### src/rtl/seven_seg_pkg.sv
// seven_seg_pkg: segment type, active-low {g,f,e,d,c,b,a} hex font and scan states for seven_seg_scanner
package seven_seg_pkg;
    typedef logic [6:0] seg_t;
    localparam seg_t SEG_OFF = 7'h7F;
    localparam seg_t HEX_FONT [16] = '{
        7'h40, 7'h79, 7'h24, 7'h30, 7'h19, 7'h12, 7'h02, 7'h78,
        7'h00, 7'h10, 7'h08, 7'h03, 7'h46, 7'h21, 7'h06, 7'h0E
    };
    typedef enum logic {IDLE, SCAN} scan_state_e;
endpackage

### src/rtl/hex_to_7seg.sv
// hex_to_7seg: combinational nibble to active-low segment lookup
module hex_to_7seg
    import seven_seg_pkg::*;
(
    input  logic [3:0] i_nibble,
    output seg_t       o_seg
);
    assign o_seg = HEX_FONT[i_nibble];
endmodule

### src/rtl/seven_seg_scanner.sv
// seven_seg_scanner: tick-driven multiplexed display scanner; define SEVEN_SEG_SCANNER_LZB_EN for leading-zero blanking
module seven_seg_scanner
    import seven_seg_pkg::*;
#(
    parameter int N_DIGITS = 8,
    parameter int IDX_W    = $clog2(N_DIGITS)
) (
    input  logic                  i_clk,
    input  logic                  i_reset,
    input  logic                  i_tick,
    input  logic                  i_enable,
    input  logic [4*N_DIGITS-1:0] i_value,
    input  logic [N_DIGITS-1:0]   i_dp,
    input  logic [N_DIGITS-1:0]   i_blank,
    output logic [N_DIGITS-1:0]   o_anodes,
    output seg_t                  o_segments,
    output logic                  o_dp,
    output logic [IDX_W-1:0]      o_digit_idx
);
    scan_state_e           state, state_n;
    logic                  tick_q, armed, tick_rise, latch, lit;
    logic [IDX_W-1:0]      idx_n;
    logic [4*N_DIGITS-1:0] val_sh, val_n;
    logic [N_DIGITS-1:0]   dp_sh, dp_n, blank_sh, blank_n, lzb;
    seg_t                  seg;
    assign tick_rise = i_tick & ~tick_q & armed;
`ifdef SEVEN_SEG_SCANNER_LZB_EN
    logic run;
    always_comb begin
        run = 1'b1;
        lzb = '0;
        for (int i = N_DIGITS - 1; i > 0; i--) begin
            run    = run & (i_value[4*i +: 4] == 4'h0);
            lzb[i] = run;
        end
    end
`else
    assign lzb = '0;
`endif
    always_comb begin
        state_n = state;
        idx_n   = o_digit_idx;
        latch   = 1'b0;
        if (state == IDLE) begin
            if (tick_rise && i_enable) begin
                state_n = SCAN;
                idx_n   = '0;
                latch   = 1'b1;
            end
        end else if (!i_enable) begin
            state_n = IDLE;
            idx_n   = '0;
        end else if (tick_rise) begin
            latch = (o_digit_idx == IDX_W'(N_DIGITS - 1));
            idx_n = latch ? '0 : o_digit_idx + 1'b1;
        end
        val_n   = latch ? i_value : val_sh;
        dp_n    = latch ? i_dp : dp_sh;
        blank_n = latch ? (i_blank | lzb) : blank_sh;
        lit     = (state_n == SCAN) && !blank_n[idx_n];
    end
    hex_to_7seg u_font (
        .i_nibble (val_n[4*idx_n +: 4]),
        .o_seg    (seg)
    );
    always_ff @(posedge i_clk) begin
        if (!i_reset) begin
            state       <= IDLE;
            tick_q      <= 1'b0;
            armed       <= 1'b0;
            val_sh      <= '0;
            dp_sh       <= '0;
            blank_sh    <= '0;
            o_anodes    <= '1;
            o_segments  <= SEG_OFF;
            o_dp        <= 1'b1;
            o_digit_idx <= '0;
        end else begin
            state       <= state_n;
            tick_q      <= i_tick;
            armed       <= 1'b1;
            val_sh      <= val_n;
            dp_sh       <= dp_n;
            blank_sh    <= blank_n;
            o_anodes    <= (state_n == SCAN) ? ~(N_DIGITS'(1) << idx_n) : '1;
            o_segments  <= lit ? seg : SEG_OFF;
            o_dp        <= ~(lit && dp_n[idx_n]);
            o_digit_idx <= idx_n;
        end
    end
endmodule

### config.mk
export PLATFORM = sky130hd
export DESIGN_NAME = seven_seg_scanner
export DESIGN_NICKNAME = d
export VERILOG_FILES = /design/src/rtl/seven_seg_pkg.sv /design/src/rtl/hex_to_7seg.sv /design/src/rtl/seven_seg_scanner.sv
export SDC_FILE = /design/constraint.sdc
export NUM_CORES = 1
export LEC_CHECK = 0
export CAP_MARGIN = 25
export CORE_MARGIN = 1.5
export CORE_UTILIZATION = 67
export DETAILED_ROUTE_END_ITERATION = 8
export DONT_BUFFER_PORTS = 1
export GPL_ROUTABILITY_DRIVEN = 0
export GPL_TIMING_DRIVEN = 0
export HOLD_SLACK_MARGIN = 0.12
export PLACE_DENSITY = 0.86
export SETUP_SLACK_MARGIN = 0.05
export SLEW_MARGIN = 40
export SYNTH_ARGS = -nofsm -noshare
export SYNTH_HDL_FRONTEND = slang
export SYNTH_SLANG_ARGS = --single-unit
### constraint.sdc
create_clock -name i_clk -period 5.7 [get_ports i_clk]
set_clock_uncertainty 0.2 [all_clocks]
set_input_delay 1.14 -clock i_clk [delete_from_list [all_inputs] [get_ports i_clk]]
set_output_delay 1.14 -clock i_clk [all_outputs]
set_load 0.005 [all_outputs]
; Yosys cells after proc, flatten, opt, wreduce, memory -nomap -nowiden
; Memory sizes are Yosys's and may differ from the RTL's. A register that Yosys moved wholly into a read port is not among the register bits.
; Index checks and enable logic that the tools add are counted.
[word_totals]
ff_bits = 63
rom_bits = 112
input_bits = 52
output_inout_bits = 19
word_cells = 47
n_memories = 1
[memory_table]
columns = name, words, word_bits, rd, rd_ports_with_merged_regs, wr, line_no
row1 = (name not given), 16, 7, 1, 1, 0, hex_to_7seg.sv:8  ; assign o_seg = HEX_FONT[i_nibble];
[op_classes]
addsub = 1
order_cmp = 1
n_eq_ne = 1
shift = 2
mux = 19
bitwise = 6
n_reduce_logical = 7
[ops]
columns = operator, count
row1 = 32-bit 2-to-1 mux, 1
row2 = 32-bit by 6-bit variable part select with 4-bit output, 1
row3 = 8-bit 2-to-1 mux, 2
row4 = 3-bit 2-to-1 mux, 5
row5 = 1-bit 2-to-1 mux, 9
row6 = 8-bit inverter, 1
row7 = "1-bit by 3-bit << shifter with 8-bit output, first input constant", 1
row8 = 1-bit binary-select mux with 3-bit select, 2
row9 = 4-bit inverter with 5-bit output, 1
row10 = "3-bit by 4-bit less-than comparator with 1-bit output, second input constant", 1
row11 = 2-bit AND reduction, 2
row12 = "3-bit by 1-bit adder with 3-bit output, second input constant", 1
row13 = "3-bit equality test, second input constant", 1
row14 = 1-bit logical AND, 3
row15 = 1-bit AND, 2
row16 = 1-bit zero test, 2
row17 = 1-bit inverter, 2

; Logic depth before layout (Yosys ltp)
; Gate-level depths: netlist of the first run.
[logic_depth]
ltp_word = 13
depth_mapped = 17
depth_no_buf = 14

; Modules after synthesis
; Synthesis of the first run repeated with hierarchy kept, for this count alone.
[hier_totals]
hier_cells = 414
area_unflattened_um2 = 3343.2
[by_module_without_submodules]
columns = module, n_inst, cells_each, area_each_um2, seq_area_each_um2
row1 = seven_seg_scanner, 1, 383, 3080.5, 1401.3
row2 = hex_to_7seg, 1, 31, 262.8, 0.0

; Worst setup path before layout of the first run
; No wires, ideal clock.
[synth_path]
path_kind = input -> register
from = input i_tick
to = register o_segments[3]
setup_time_ns = 0.137
arrival_time_ns = 3.438
t_required_ns = 5.363
path_slack_ns = 1.925
cell_stages = 16
path_buffers = 4
cell_sequence = and3b_1 > buf_6 > nand3_2 > buf_6 > buf_4 > buf_2 > mux2i_1 > mux2i_1 > mux2i_1 > mux2i_1 > inv_1 > ha_1 > inv_1 > a31oi_1 > a211oi_1 > o21ai_0
[synth_via]
elab_chain_len = 12
word_cells_on_any_way = 22
cone_classes = shift (1) / mux (13) / bitwise (3) / reduce/logical (5)
[synth_lines]
columns = element, line_no
row1 = from (decl), seven_seg_scanner.sv:10  ; input logic i_tick,
row2 = 1-bit AND (*) (2 in a row), seven_seg_scanner.sv:26  ; assign tick_rise = i_tick & ~tick_q & armed;
row3 = 1-bit 2-to-1 mux or 1-bit logical AND (tied branches), "seven_seg_scanner.sv:53, seven_seg_scanner.sv:45"
row4 = "1-bit 2-to-1 mux, on equally long branches", "seven_seg_scanner.sv:50, seven_seg_scanner.sv:45"
row5 = 1-bit 2-to-1 mux, seven_seg_scanner.sv:44  ; if (state == IDLE) begin
row6 = 8-bit 2-to-1 mux, seven_seg_scanner.sv:59  ; blank_n = latch ? (i_blank | lzb) : blank_sh;
row7 = 1-bit binary-select mux with 3-bit select, seven_seg_scanner.sv:60  ; lit = (state_n == SCAN) && !blank_n[idx_n];
row8 = 1-bit 2-to-1 mux (not written as such), seven_seg_scanner.sv:60
row9 = 1-bit zero test, seven_seg_scanner.sv:60
row10 = 1-bit logical AND, seven_seg_scanner.sv:60
row11 = 2-bit AND reduction (no source line), n/a
row12 = 1-bit zero test (no source line), n/a
row13 = to (decl), seven_seg_scanner.sv:16  ; output seg_t o_segments,
; Every way passes the cells marked *; elsewhere a longest branch is shown, timed or not. The select of a mux whose other input is x is not followed.
; A chain may end at the register's enable or synchronous reset.

; Worst setup path after layout of the first run
[layout_path]
from = register o_digit_idx[0]
to = register o_segments[3]
[layout_via]
elab_chain_len = 11
word_cells_on_any_way = 20
cone_classes = add/sub (1) / eq/ne (1) / shift (1) / mux (12) / bitwise (1) / reduce/logical (4)
[layout_lines]
columns = element, line_no
row1 = from (decl), seven_seg_scanner.sv:18  ; output logic [IDX_W-1:0] o_digit_idx
row2 = from (signal assigned), seven_seg_scanner.sv:88  ; o_digit_idx <= idx_n;
row3 = 3-bit by 1-bit adder with 3-bit output or 3-bit equality test (tied branches), "seven_seg_scanner.sv:55, seven_seg_scanner.sv:54"
row4 = 3-bit 2-to-1 mux or 1-bit 2-to-1 mux (tied branches), "seven_seg_scanner.sv:55, seven_seg_scanner.sv:53"
row5 = 3-bit 2-to-1 mux or 1-bit 2-to-1 mux (tied branches), "seven_seg_scanner.sv:53, seven_seg_scanner.sv:50"
row6 = 3-bit 2-to-1 mux or 1-bit 2-to-1 mux (tied branches), "seven_seg_scanner.sv:50, seven_seg_scanner.sv:44"
row7 = 3-bit 2-to-1 mux or 8-bit 2-to-1 mux (tied branches), "seven_seg_scanner.sv:44, seven_seg_scanner.sv:59"
row8 = 1-bit binary-select mux with 3-bit select, seven_seg_scanner.sv:60
row9 = 1-bit 2-to-1 mux (not written as such), seven_seg_scanner.sv:60
row10 = 1-bit zero test, seven_seg_scanner.sv:60
row11 = 1-bit logical AND, seven_seg_scanner.sv:60
row12 = 2-bit AND reduction (no source line), n/a
row13 = 1-bit zero test (no source line), n/a
; Parallel ways exist; a longest one is shown, timed or not. The select of a mux whose other input is x is not followed.

==> impl_metrics.tcl, run 1 <==
set metrics [dict create \
    cp-end-kind "register" \
    netlist.area_leader.share_pct 39.70 \
    final_setup_violations 0 \
    worstHoldPathType "register to register" \
    syn-cell-area_um2 3530 \
    relSlewSlack_pct 52.56 \
    synth_seq_cells 70 \
    areaGrowthSynthToFinish_pct 6.983 \
    timing.critical_path.depth 17 \
    worst_path_most_repeated_cell "sky130_fd_sc_hd__mux2i_1" \
    crit_slowest_cell "sky130_fd_sc_hd__mux2i_1" \
    port-buffer-count 0 \
    htree_num_levels 3 \
    maximum_number_of_pins_on_one_net_before_global_route_repair 12 \
    cts_repair_resize_count 0 \
    grt_use_total_pct 28.76 \
    critical_path.reg2reg.startpoint "o_digit_idx[0]" \
    power.density_nw_per_um2 245.6 \
    antenna-diode-count 0 \
    clock-sinks 70 \
    post-place-ws_ns 1.351 \
    timing.critical_path.from_type "register" \
    max_slew.worst_pin.slew_ns 0.7116 \
    crit_fanout 10 \
    detail_route.wirelength_mm 8.026 \
    clock_tree.buffer_depth 2 \
    die_h_um 75.58 \
    fin_nets 442 \
    timing.setup.critical_path_class "register to register" \
    remaining_drc_errors 0 \
    fmax_mhz 241.9 \
    syn_nets 431 \
    most_frequently_used_cell_type_in_the_post_synthesis_netlist "sky130_fd_sc_hd__dfxtp_1" \
    dieArea_um2 5712 \
    synth_seq_area_share_pct 39.70 \
    vias_per_cell 6.013 \
    part_of_the_cycle_the_worst_path_needs_pct 72.51 \
    cts_post_setup_buffers_inserted 0 \
    drt_pass_1_iters 5 \
    fin_crit_ns 4.133 \
    dr_wl_met2_mm 3.799 \
    timing.critical_path.buf_inv 5 \
    number_of_cells_on_the_worst_hold_path 2 \
    synth_area_leaders "sky130_fd_sc_hd__dfxtp_1 (40%), sky130_fd_sc_hd__mux2i_1 (13%), sky130_fd_sc_hd__nor2b_1 (6.4%)" \
    cp_delay_by_family_top "buffers and inverters" \
    rows 26 \
    synth_area_leader_cell "sky130_fd_sc_hd__dfxtp_1" \
    antenna_violating_nets_post_route 0 \
    min-delay-start "val_sh[16]" \
    first_iter_violations 131 \
    setup_tns_ns 0 \
    worst_ep_required_time_ns 5.71 \
    worst-endpoint-arrival_ns 4.15 \
    place.detailed.hpwl_mm 5.702 \
    postLayoutSetupSlackWorst_ns 1.567 \
    clk_latency_ns 0.35 \
    grt_antenna_before_repair 0 \
    mapped_cells 371 \
    worst-r2r-cell-count 17 \
    top_layer "met4" \
    remaining_overflow_grt 0 \
    cts-root-buf "sky130_fd_sc_hd__clkbuf_8" \
    netlist_top_cells_count "sky130_fd_sc_hd__dfxtp_1 (70), sky130_fd_sc_hd__nand2_1 (46), sky130_fd_sc_hd__mux2i_1 (45), sky130_fd_sc_hd__nor2b_1 (36), sky130_fd_sc_hd__nand3_1 (27)" \
    rsz0062_at_grt "false" \
    static-leakage-power_nw 1.543 \
    postCtsHoldBufs 0 \
    slew_violations 0 \
    cts-buffers-inserted 9 \
    path_cells "ha_1 -> ha_1 -> nand2b_2 -> nand3_2 -> buf_6 -> buf_4 -> buf_2 -> mux2i_1 -> mux2i_1 -> mux2i_1 -> mux2i_1 -> inv_1 -> ha_1 -> inv_1 -> a31oi_1 -> a211oi_1 -> o21ai_0" \
    met3_wirelength_um 469 \
    share_of_post_route_cells_with_drive_strength_above_1_pct 14.99 \
    io_pins 71 \
    critical_path.max_stage_delay_ns 0.51 \
    ys_warns 0 \
    synth_area_per_cell_um2 9.514 \
    clk_pin_slew_worst_paths_ns 0.07 \
    ys_types 61 \
    cts_tree "done" \
    routedLengthMet1_mm 3.573 \
    ys.flop_type "sky130_fd_sc_hd__dfxtp_1" \
    timing.critical_path.from "o_digit_idx[0]" \
    drt-wirelength-per-cell_um 17.56 \
    synth_edf_count 0 \
    detailroute.via_count 2748 \
    number_of_global_route_vias_before_repair 2525 \
    die_width_um 75.58 \
    status "completed" \
    wire_length_of_the_first_global_routing_pass_mm 11.96 \
    timing.max_cap.violations 0 \
    ir_drop_mv 0.2333 \
    starting_density_of_the_core_pct 69.11 \
    hold_viol 0 \
    async_set_reset_flop_share_out_of_synthesis_pct 0 \
    floorplan.core_area_um2 5107 \
]
==> sequential cells by signal, indices dropped and copies added (netlist names) <==
signal and flops:
blank_sh 8, o_dp 1, val_sh 32, o_digit_idx 3, tick_q 1, o_anodes 8, armed 1, state 1
o_segments 7, dp_sh 8
==> kinds of logic (layout without fill, tap and decap cells) <==
kind of cell	count (synthesis)	count (layout)	synth area share (%)
buffers and inverters	31	47	5.849
xor gates and xnor gates	1	1	0.2482
AOI/OAI and AO/OA	48	48	10.67
DFF	70	70	39.70
adders and majority gates	8	8	2.836
muxes	49	49	14.04
and+or+nand+nor	164	164	26.66
==> layer usage <==
metal,global-route usage [%],up-vias
met2,45.71,99
met4,11.11,0
met3,10.19,12
li1,-,1335
met5,0,-
met1,35.93,1302
==> metrics by stage <==
step | area [µm²] | util [%] | instances | total power (W) | hold WS [ns]
floorplan | 3530 | - | 371 | 0.0005815 | 0.2393
detailed placement | 3617 | 70.82 | 441 | 0.0005979 | 0.2570
finish | 3776 | 73.93 | 457 | 0.0009274 | 0.2671
global placement | 3617 | 70.82 | 441 | 0.0005948 | 0.2481
global route | 3776 | 73.93 | 457 | 0.0009566 | 0.2833
CTS | 3776 | 73.93 | 457 | 0.0009294 | 0.2679
==> layout make-up <==
cell class	instances	area [µm²]
multi-input combinational	270	1922
sequential	70	1401
fill	387	1331
buffer	25	183.9
clock buffer	12	135.1
tap	70	87.58
clock inverter	4	23.77
inverter	6	22.52
==> worst reg2reg max path: cells and delay by family, from the launching register on <==
| family | cells | cell delay (ns) |
|---|---|---|
| compound gates | 3 | 0.33 |
| simple gates | 2 | 0.36 |
| fa+ha+maj | 3 | 0.76 |
| buf+inv | 5 | 1.01 |
| flops | 1 | 0.41 |
| mux | 4 | 0.93 |
==> report_power, final <==
part / internal [W] / leakage [nW] / switching [W]
Combinational: 0.0000357 / 0.890 / 0.0000463
Clock: 0.000157 / 0.0841 / 0.000182
Sequential: 0.000502 / 0.568 / 0.00000501
==> cell usage in the layout (no fill, tap or decap), types with 2 or more instances in the layout <==
cell / netlist / routed
sky130_fd_sc_hd__dfxtp_1: 70 / 70
sky130_fd_sc_hd__nand2_1: 46 / 46
sky130_fd_sc_hd__mux2i_1: 45 / 45
sky130_fd_sc_hd__nor2b_1: 36 / 36
sky130_fd_sc_hd__nand3_1: 27 / 27
sky130_fd_sc_hd__clkbuf_1: 10 / 13
sky130_fd_sc_hd__a21boi_0: 12 / 12
sky130_fd_sc_hd__buf_6: 9 / 9
sky130_fd_sc_hd__nor2_1: 9 / 9
sky130_fd_sc_hd__clkbuf_8: 0 / 9
sky130_fd_sc_hd__nand4_1: 8 / 8
sky130_fd_sc_hd__o21ai_0: 8 / 8
sky130_fd_sc_hd__ha_1: 8 / 8
sky130_fd_sc_hd__inv_1: 5 / 5
sky130_fd_sc_hd__a21oi_1: 5 / 5
sky130_fd_sc_hd__nor3_1: 4 / 4
sky130_fd_sc_hd__and3_1: 4 / 4
sky130_fd_sc_hd__o221ai_1: 4 / 4
sky130_fd_sc_hd__buf_2: 3 / 3
sky130_fd_sc_hd__and2_2: 3 / 3
sky130_fd_sc_hd__or3_4: 3 / 3
sky130_fd_sc_hd__a31oi_1: 3 / 3
sky130_fd_sc_hd__and2_1: 3 / 3
sky130_fd_sc_hd__clkinv_2: 0 / 3
sky130_fd_sc_hd__buf_4: 2 / 2
sky130_fd_sc_hd__nand3_2: 2 / 2
sky130_fd_sc_hd__mux2_1: 2 / 2
sky130_fd_sc_hd__o21ai_2: 2 / 2
sky130_fd_sc_hd__nand2_2: 2 / 2
sky130_fd_sc_hd__mux2_2: 2 / 2
sky130_fd_sc_hd__a211oi_1: 2 / 2
==> final timing paths <==
| check | end | slack, ns |
|---|---|---|
| hold / removal | val_sh[16] | 0.27 |
| hold reg to reg | val_sh[16] | 0.27 |
| setup reg to reg | o_segments[3] | 1.57 |
| setup / recovery | o_segments[3] | 1.57 |
Note: power is estimated with default switching activity, not from simulation.
==> run 2, diff against run 1 <==
--- a/config.mk
+++ b/config.mk
@@ -7,13 +7,13 @@
 export LEC_CHECK = 0
 export CAP_MARGIN = 25
 export CORE_MARGIN = 1.5
-export CORE_UTILIZATION = 67
+export CORE_UTILIZATION = 63
 export DETAILED_ROUTE_END_ITERATION = 8
 export DONT_BUFFER_PORTS = 1
 export GPL_ROUTABILITY_DRIVEN = 0
 export GPL_TIMING_DRIVEN = 0
 export HOLD_SLACK_MARGIN = 0.12
-export PLACE_DENSITY = 0.86
+export PLACE_DENSITY = 0.82
 export SETUP_SLACK_MARGIN = 0.05
 export SLEW_MARGIN = 40
 export SYNTH_ARGS = -nofsm -noshare
==> constraint.sdc (replaced) <==
create_clock -name i_clk -period 3.9 [get_ports i_clk]
set_clock_uncertainty 0.2 [all_clocks]
set_input_delay 0.78 -clock i_clk [delete_from_list [all_inputs] [get_ports i_clk]]
set_output_delay 0.78 -clock i_clk [all_outputs]
set_load 0.005 [all_outputs]
==> run 2 against run 1 <==
  * Sequential share of layout area shrank 0.79 points
  * Global-route usage fell by 2.1 points
  * Utilization decreased by 3.0 points
  * Combinational power grew 45%
  * Sequential power increased by 46%
  * Setup slack worse by 1.3 ns
  * Largest cell class unchanged
  * First-iteration DRC count up 42%
  * Clock power rose by 90%
  * Via count fell by 1.9%
  * Critical path depth is the same
  * Largest power group unchanged
  * Count of clock-buffer cells in the layout shrank 3
==> impl_metrics.tcl, run 2 (synthesis gave the netlist of run 1 again) <==
set metrics [dict create \
    wire_length_of_the_first_global_routing_pass_mm 12.47 \
    areaGrowthSynthToFinish_pct 9.323 \
    registers.top_by_ff_count "val_sh" \
    critical_path.max_stage_delay_ns 0.41 \
    cts-buffers-inserted 9 \
    worst-endpoint-arrival_ns 3.64 \
    grt_antenna_before_repair 0 \
    dieArea_um2 6061 \
    number_of_global_route_vias_before_repair 2581 \
    die_width_um 77.85 \
    share_of_post_route_cells_with_drive_strength_above_1_pct 16.24 \
    worst_ep_required_time_ns 3.91 \
    drt_pass_1_iters 4 \
    relSlewSlack_pct 54.74 \
    rows 27 \
    dr_wl_met2_mm 3.751 \
    crit_fanout 10 \
    path_cells "ha_1 -> ha_1 -> nand2b_2 -> nand3_2 -> buf_6 -> buf_4 -> buf_6 -> mux2i_1 -> mux2i_1 -> mux2i_1 -> mux2i_2 -> inv_1 -> ha_1 -> inv_1 -> a31oi_1 -> a211oi_1 -> o21ai_0" \
    antenna-diode-count 0 \
    timing.rr.end "o_segments[3]" \
    clk_latency_ns 0.34 \
    port-buffer-count 0 \
    top_layer "met4" \
    timing.setup.critical_path_class "register to register" \
    worstSetupEndpoint "o_segments[3]" \
    remaining_drc_errors 0 \
    fin_crit_ns 3.632 \
    part_of_the_cycle_the_worst_path_needs_pct 93.13 \
    post-place-ws_ns -0.03932 \
    postLayoutSetupSlackWorst_ns 0.2681 \
    maximum_number_of_pins_on_one_net_before_global_route_repair 14 \
    power.density_nw_per_um2 389.7 \
    timing.critical_path.from "o_digit_idx[0]" \
    remaining_overflow_grt 0 \
    antenna_violating_nets_post_route 0 \
    clock_tree.buffer_depth 2 \
    stdcell_count 460 \
    first_iter_violations 186 \
    routedLengthMet1_mm 3.344 \
    static-leakage-power_nw 1.568 \
    fin_nets 443 \
    rsz0062_at_grt "false" \
    ir_drop_mv 0.2828 \
    crit_slowest_cell "sky130_fd_sc_hd__dfxtp_1" \
    cp-end-kind "register" \
    timing.critical_path.depth 17 \
    dpl.cell_count 443 \
    detail_route.wirelength_mm 7.742 \
    clock-sinks 70 \
    drt-wirelength-per-cell_um 16.83 \
    cts-root-buf "sky130_fd_sc_hd__clkbuf_8" \
    fillers 413 \
    cp_delay_by_family_top "buffers and inverters" \
    largest_register_ff_count 32 \
    fmax_mhz 275.3 \
    worst_hold_slack_ns 0.2594 \
    starting_density_of_the_core_pct 64.90 \
    worst-r2r-cell-count 17 \
    htree_num_levels 3 \
    setup_tns_ns 0 \
    timing.critical_path.from_type "register" \
    timing.max_cap.violations 0 \
    final_setup_violations 0 \
    slew_violations 0 \
    floorplan.core_area_um2 5439 \
    grt_use_total_pct 26.68 \
    hold_viol 0 \
    cts_tree "done" \
    worstHoldPathType "input pin to register" \
    clk_pin_slew_worst_paths_ns 0.08 \
    r2r_setup_slack_ns 0.27 \
    layout_commonest_cell "sky130_fd_sc_hd__dfxtp_1" \
    vias_per_cell 5.861 \
    met3_wirelength_um 524 \
    max_slew.worst_pin.slew_ns 0.6788 \
    finish.utilization_pct 70.95 \
    io_pins 71 \
    postCtsHoldBufs 0 \
    most-common-layout-cells "sky130_fd_sc_hd__dfxtp_1 (70), sky130_fd_sc_hd__nand2_1 (46), sky130_fd_sc_hd__mux2i_1 (44), sky130_fd_sc_hd__nor2b_1 (36), sky130_fd_sc_hd__nand3_1 (27)" \
    place.detailed.hpwl_mm 5.686 \
    die_h_um 77.85 \
    critical_path.reg2reg.startpoint "o_digit_idx[0]" \
    detailroute.via_count 2696 \
    timing.critical_path.buf_inv 5 \
    status "completed" \
]
## run 2: changes by cell type in the layout (fill, tap and decap cells not counted), sizes merged
cell,previous run,this run
clkbuf,22,19
clkinvlp,0,2
inv,6,7
clkinv,4,2
buf,15,16
bufinv,0,2
## run 2: timing repair
| action | CTS | global route |
|---|---|---|
| cloned | 0 | 0 |
| resized for setup | 1 | 3 |
| setup endpoints to repair | 2 | 7 |
| setup buffers | 0 | 1 |
## run 2: power breakdown
group / switching (W) / total, W / leakage (nW) / internal [W]
sequential: 0.00000732 / 0.000740 / 0.568 / 0.000733
clock: 0.000283 / 0.000644 / 0.106 / 0.000362
combinational: 0.0000660 / 0.000119 / 0.894 / 0.0000534
total: 0.000356 / 0.00150 / 1.57 / 0.00115
## run 2: per-stage QoR
step	power (W)	instance area [µm²]
global route	0.001554	3859
global placement	0.0008691	3620
detailed placement	0.0008739	3620
CTS	0.001512	3845
finish	0.001504	3859
floorplan	0.0008499	3530
## run 2: layout make-up
class	instances	area, µm²	area share (%)
repair buffers	1	7.507	0.1946
clock buffers	9	123.9	3.210
inverters	6	22.52	0.5837
multi-input cells	270	1926	49.90
clock inverters	7	97.59	2.529
plain buffers	25	190.2	4.929
well taps	72	90.09	2.335
flip-flops and latches	70	1401	36.32
## run 2: worst register-to-register path: cells and delay by family, from the launching register on
family          cells  cell delay, ns
flops               1            0.41
simple gates        2            0.35
fa+ha+maj           3            0.68
buf+inv             5            0.81
mux                 4            0.71
compound gates      3            0.35
## run 2: metal layers
layer / vias up / global-route usage (%)
met5: - / 0
met4: 0 / 11.82
met1: 1265 / 34.41
met3: 10 / 6.588
li1: 1339 / -
met2: 82 / 42.00
## run 2: worst min-delay path by stage
stage | start | endpoint | slack, ns | cells after the start
after detailed placement | val_sh[16] | val_sh[16] | 0.26 | 2
final | i_reset | armed | 0.26 | 0
after global routing | i_reset | armed | 0.24 | 0
after floorplan | val_sh[16] | val_sh[16] | 0.24 | 2
after CTS | i_reset | armed | 0.25 | 0
after global placement | val_sh[16] | val_sh[16] | 0.25 | 2
==> variant (settings of run 2) <==
Register the inputs `i_tick`, `i_enable`, `i_dp` and `i_blank` before use, cleared by the reset. The logic sees them one clock later. The other inputs are not delayed to match.
--- a/src/rtl/seven_seg_scanner.sv
+++ b/src/rtl/seven_seg_scanner.sv
@@ -19,2 +19,22 @@
 );
+
+    logic i_tick_q;
+    logic i_enable_q;
+    logic [N_DIGITS-1:0] i_dp_q;
+    logic [N_DIGITS-1:0] i_blank_q;
+
+    always_ff @(posedge i_clk) begin
+        if (!i_reset) begin
+            i_tick_q   <= '0;
+            i_enable_q <= '0;
+            i_dp_q     <= '0;
+            i_blank_q  <= '0;
+        end else begin
+            i_tick_q   <= i_tick;
+            i_enable_q <= i_enable;
+            i_dp_q     <= i_dp;
+            i_blank_q  <= i_blank;
+        end
+    end
+
     scan_state_e           state, state_n;
@@ -25,3 +45,3 @@
     seg_t                  seg;
-    assign tick_rise = i_tick & ~tick_q & armed;
+    assign tick_rise = i_tick_q & ~tick_q & armed;
 `ifdef SEVEN_SEG_SCANNER_LZB_EN
@@ -44,3 +64,3 @@
         if (state == IDLE) begin
-            if (tick_rise && i_enable) begin
+            if (tick_rise && i_enable_q) begin
                 state_n = SCAN;
@@ -49,3 +69,3 @@
             end
-        end else if (!i_enable) begin
+        end else if (!i_enable_q) begin
             state_n = IDLE;
@@ -57,4 +77,4 @@
         val_n   = latch ? i_value : val_sh;
-        dp_n    = latch ? i_dp : dp_sh;
-        blank_n = latch ? (i_blank | lzb) : blank_sh;
+        dp_n    = latch ? i_dp_q : dp_sh;
+        blank_n = latch ? (i_blank_q | lzb) : blank_sh;
         lit     = (state_n == SCAN) && !blank_n[idx_n];
@@ -79,3 +99,3 @@
             state       <= state_n;
-            tick_q      <= i_tick;
+            tick_q      <= i_tick_q;
             armed       <= 1'b1;
Behaviour: not the same (a bounded check fails within 4 cycles, from zero or initial values and one cycle with i_reset low).
==> variant against run 2 <==
  * Combinational power is 37% lower
  * Setup slack worse by 98 ps
  * Clock power is 3% higher
  * Non-clock buffer count rose by 2
  * Area after synthesis up 11%
  * Sequential cell count up 18
  * Design area increased by 13%
  * Power is 10% higher
  * Routed wire length up 25%
  * First-iteration DRC count is 36% higher
==> variant: results (changes against run 2) <==
drt:
  routed-via-count: 3310  # was 2696
  drt-wirelength-per-cell_um: 18.0  # was 16.8 um
  drtPass1Iterations: 5  # was 4
  drtIter0Drc: 253  # was 186
global_route:
  grt_pass1_wl_mm: 15.1  # was 12.5 mm
  grt_pass1_vias: 3161  # was 2581
  grt_max_degree: 17  # was 14
  grt_usage_pct: 30.5  # was 26.7%
outcome:
  status: "complete, no violations"  # unchanged
setup_path:
  critPathSlowestCell: "or4_1"  # was dfxtp_1
  cp.arrival_ps: 3770  # was 3640 ps
  cpLargestDelayFamily: "simple AND/OR/NAND/NOR gates"  # was buffers and inverters
  worst_r2r_path_depth: 16  # was 17
  crit_end: "o_segments[0]"  # was o_segments[3]
  worst_r2r_endpoint: "o_segments[0]"  # was o_segments[3]
  reg2reg_slack_ps: 170  # was 270 ps
place:
  dpl.cell_count: 519  # was 443
  place_area_um2: 4030  # was 3620 um2
  hpwl_mm: 6.81  # was 5.69 mm
  dpl_worst_slack_ps: -783  # was -39.3 ps
power_and_ir_drop:
  vdd_ir_drop_max_mv: 0.346  # was 0.283 mV
  power_switching_uw: 392  # was 356 uW
  p_seq_uw: 923  # was 740 uW
  cellPowerDensity_nw_per_um2: 382  # was 390 nW/um2
  p_leak_uw: 0.00166  # was 0.00157 uW
yosys:
  synthTopCellsByCount: "88 x dfxtp_1, 85 x nand2_1, 31 x a21boi_0"  # was 70 x dfxtp_1, 46 x nand2_1, 45 x mux2i_1
  synth_fa_ha_area_share_pct: 2.55  # was 2.84%
  synth_compound_area_share_pct: 16.9  # was 10.7%
  synth_cell_types: 53  # was 61
  synthMuxAreaShare_pct: 6.40  # was 14.0%
  avgSynthCellArea_um2: 8.86  # was 9.51 um2
  syn_nets: 504  # was 431
  yosys-top-cells-area: "dfxtp_1 45%, nand2_1 8.1%, mux2i_1 6.1%, a21boi_0 5.9%, and2_1 3.8%"  # was dfxtp_1 40%, mux2i_1 13%, nor2b_1 6.4%, nand2_1 4.9%, nand3_1 3.8%
  seq_area_frac_synth_pct: 44.8  # was 39.7%
  synth_xor_area_share_pct: 0  # was 0.248%
cts:
  clk_latency_ps: 370  # was 340 ps
  cts_resized: 15  # was 1
  cts_setup_buffers: 1  # was 0
layout:
  drive_gt1_share_pct: 11.7  # was 16.2%
  final_cells: 536  # was 460
sta:
  fin_hold_ws_ps: 241  # was 259 ps
  max_freq_mhz: 268  # was 275 MHz
==> variant: area by class of cell <==
type | instances | area, um2
Tap cell | 75 | 93.8
Buffer | 25 | 148
Timing Repair Buffer | 3 | 22.5
Multi-Input combinational cell | 321 | 2080
Fill cell | 460 | 1640
Sequential cell | 88 | 1760
Inverter | 8 | 30.0
Clock buffer | 10 | 138
Clock inverter | 6 | 72.6
==> variant: worst register-to-register path, stage by stage, from the launching register on <==
cell and delay, ps:
dfxtp_1 340, ha_1 210, ha_1 220, nand2b_4 190, or3_1 340, buf_6 160
nand2_8 100, buf_8 170, a211oi_1 80, o31a_1 300, a31oi_4 180, inv_1 100
ha_1 250, inv_1 80, a2111oi_0 60, a31o_1 220, or4_1 400
==> variant: metal layers <==
layer  up-vias  routed length [um]  global-route usage (%)
met2       170                4710                    51.6
met3        29                 831                    7.33
met5         -                   0                       0
met4         0                 225                    12.9
li1       1567                   -                       -
met1      1544                3890                    36.9
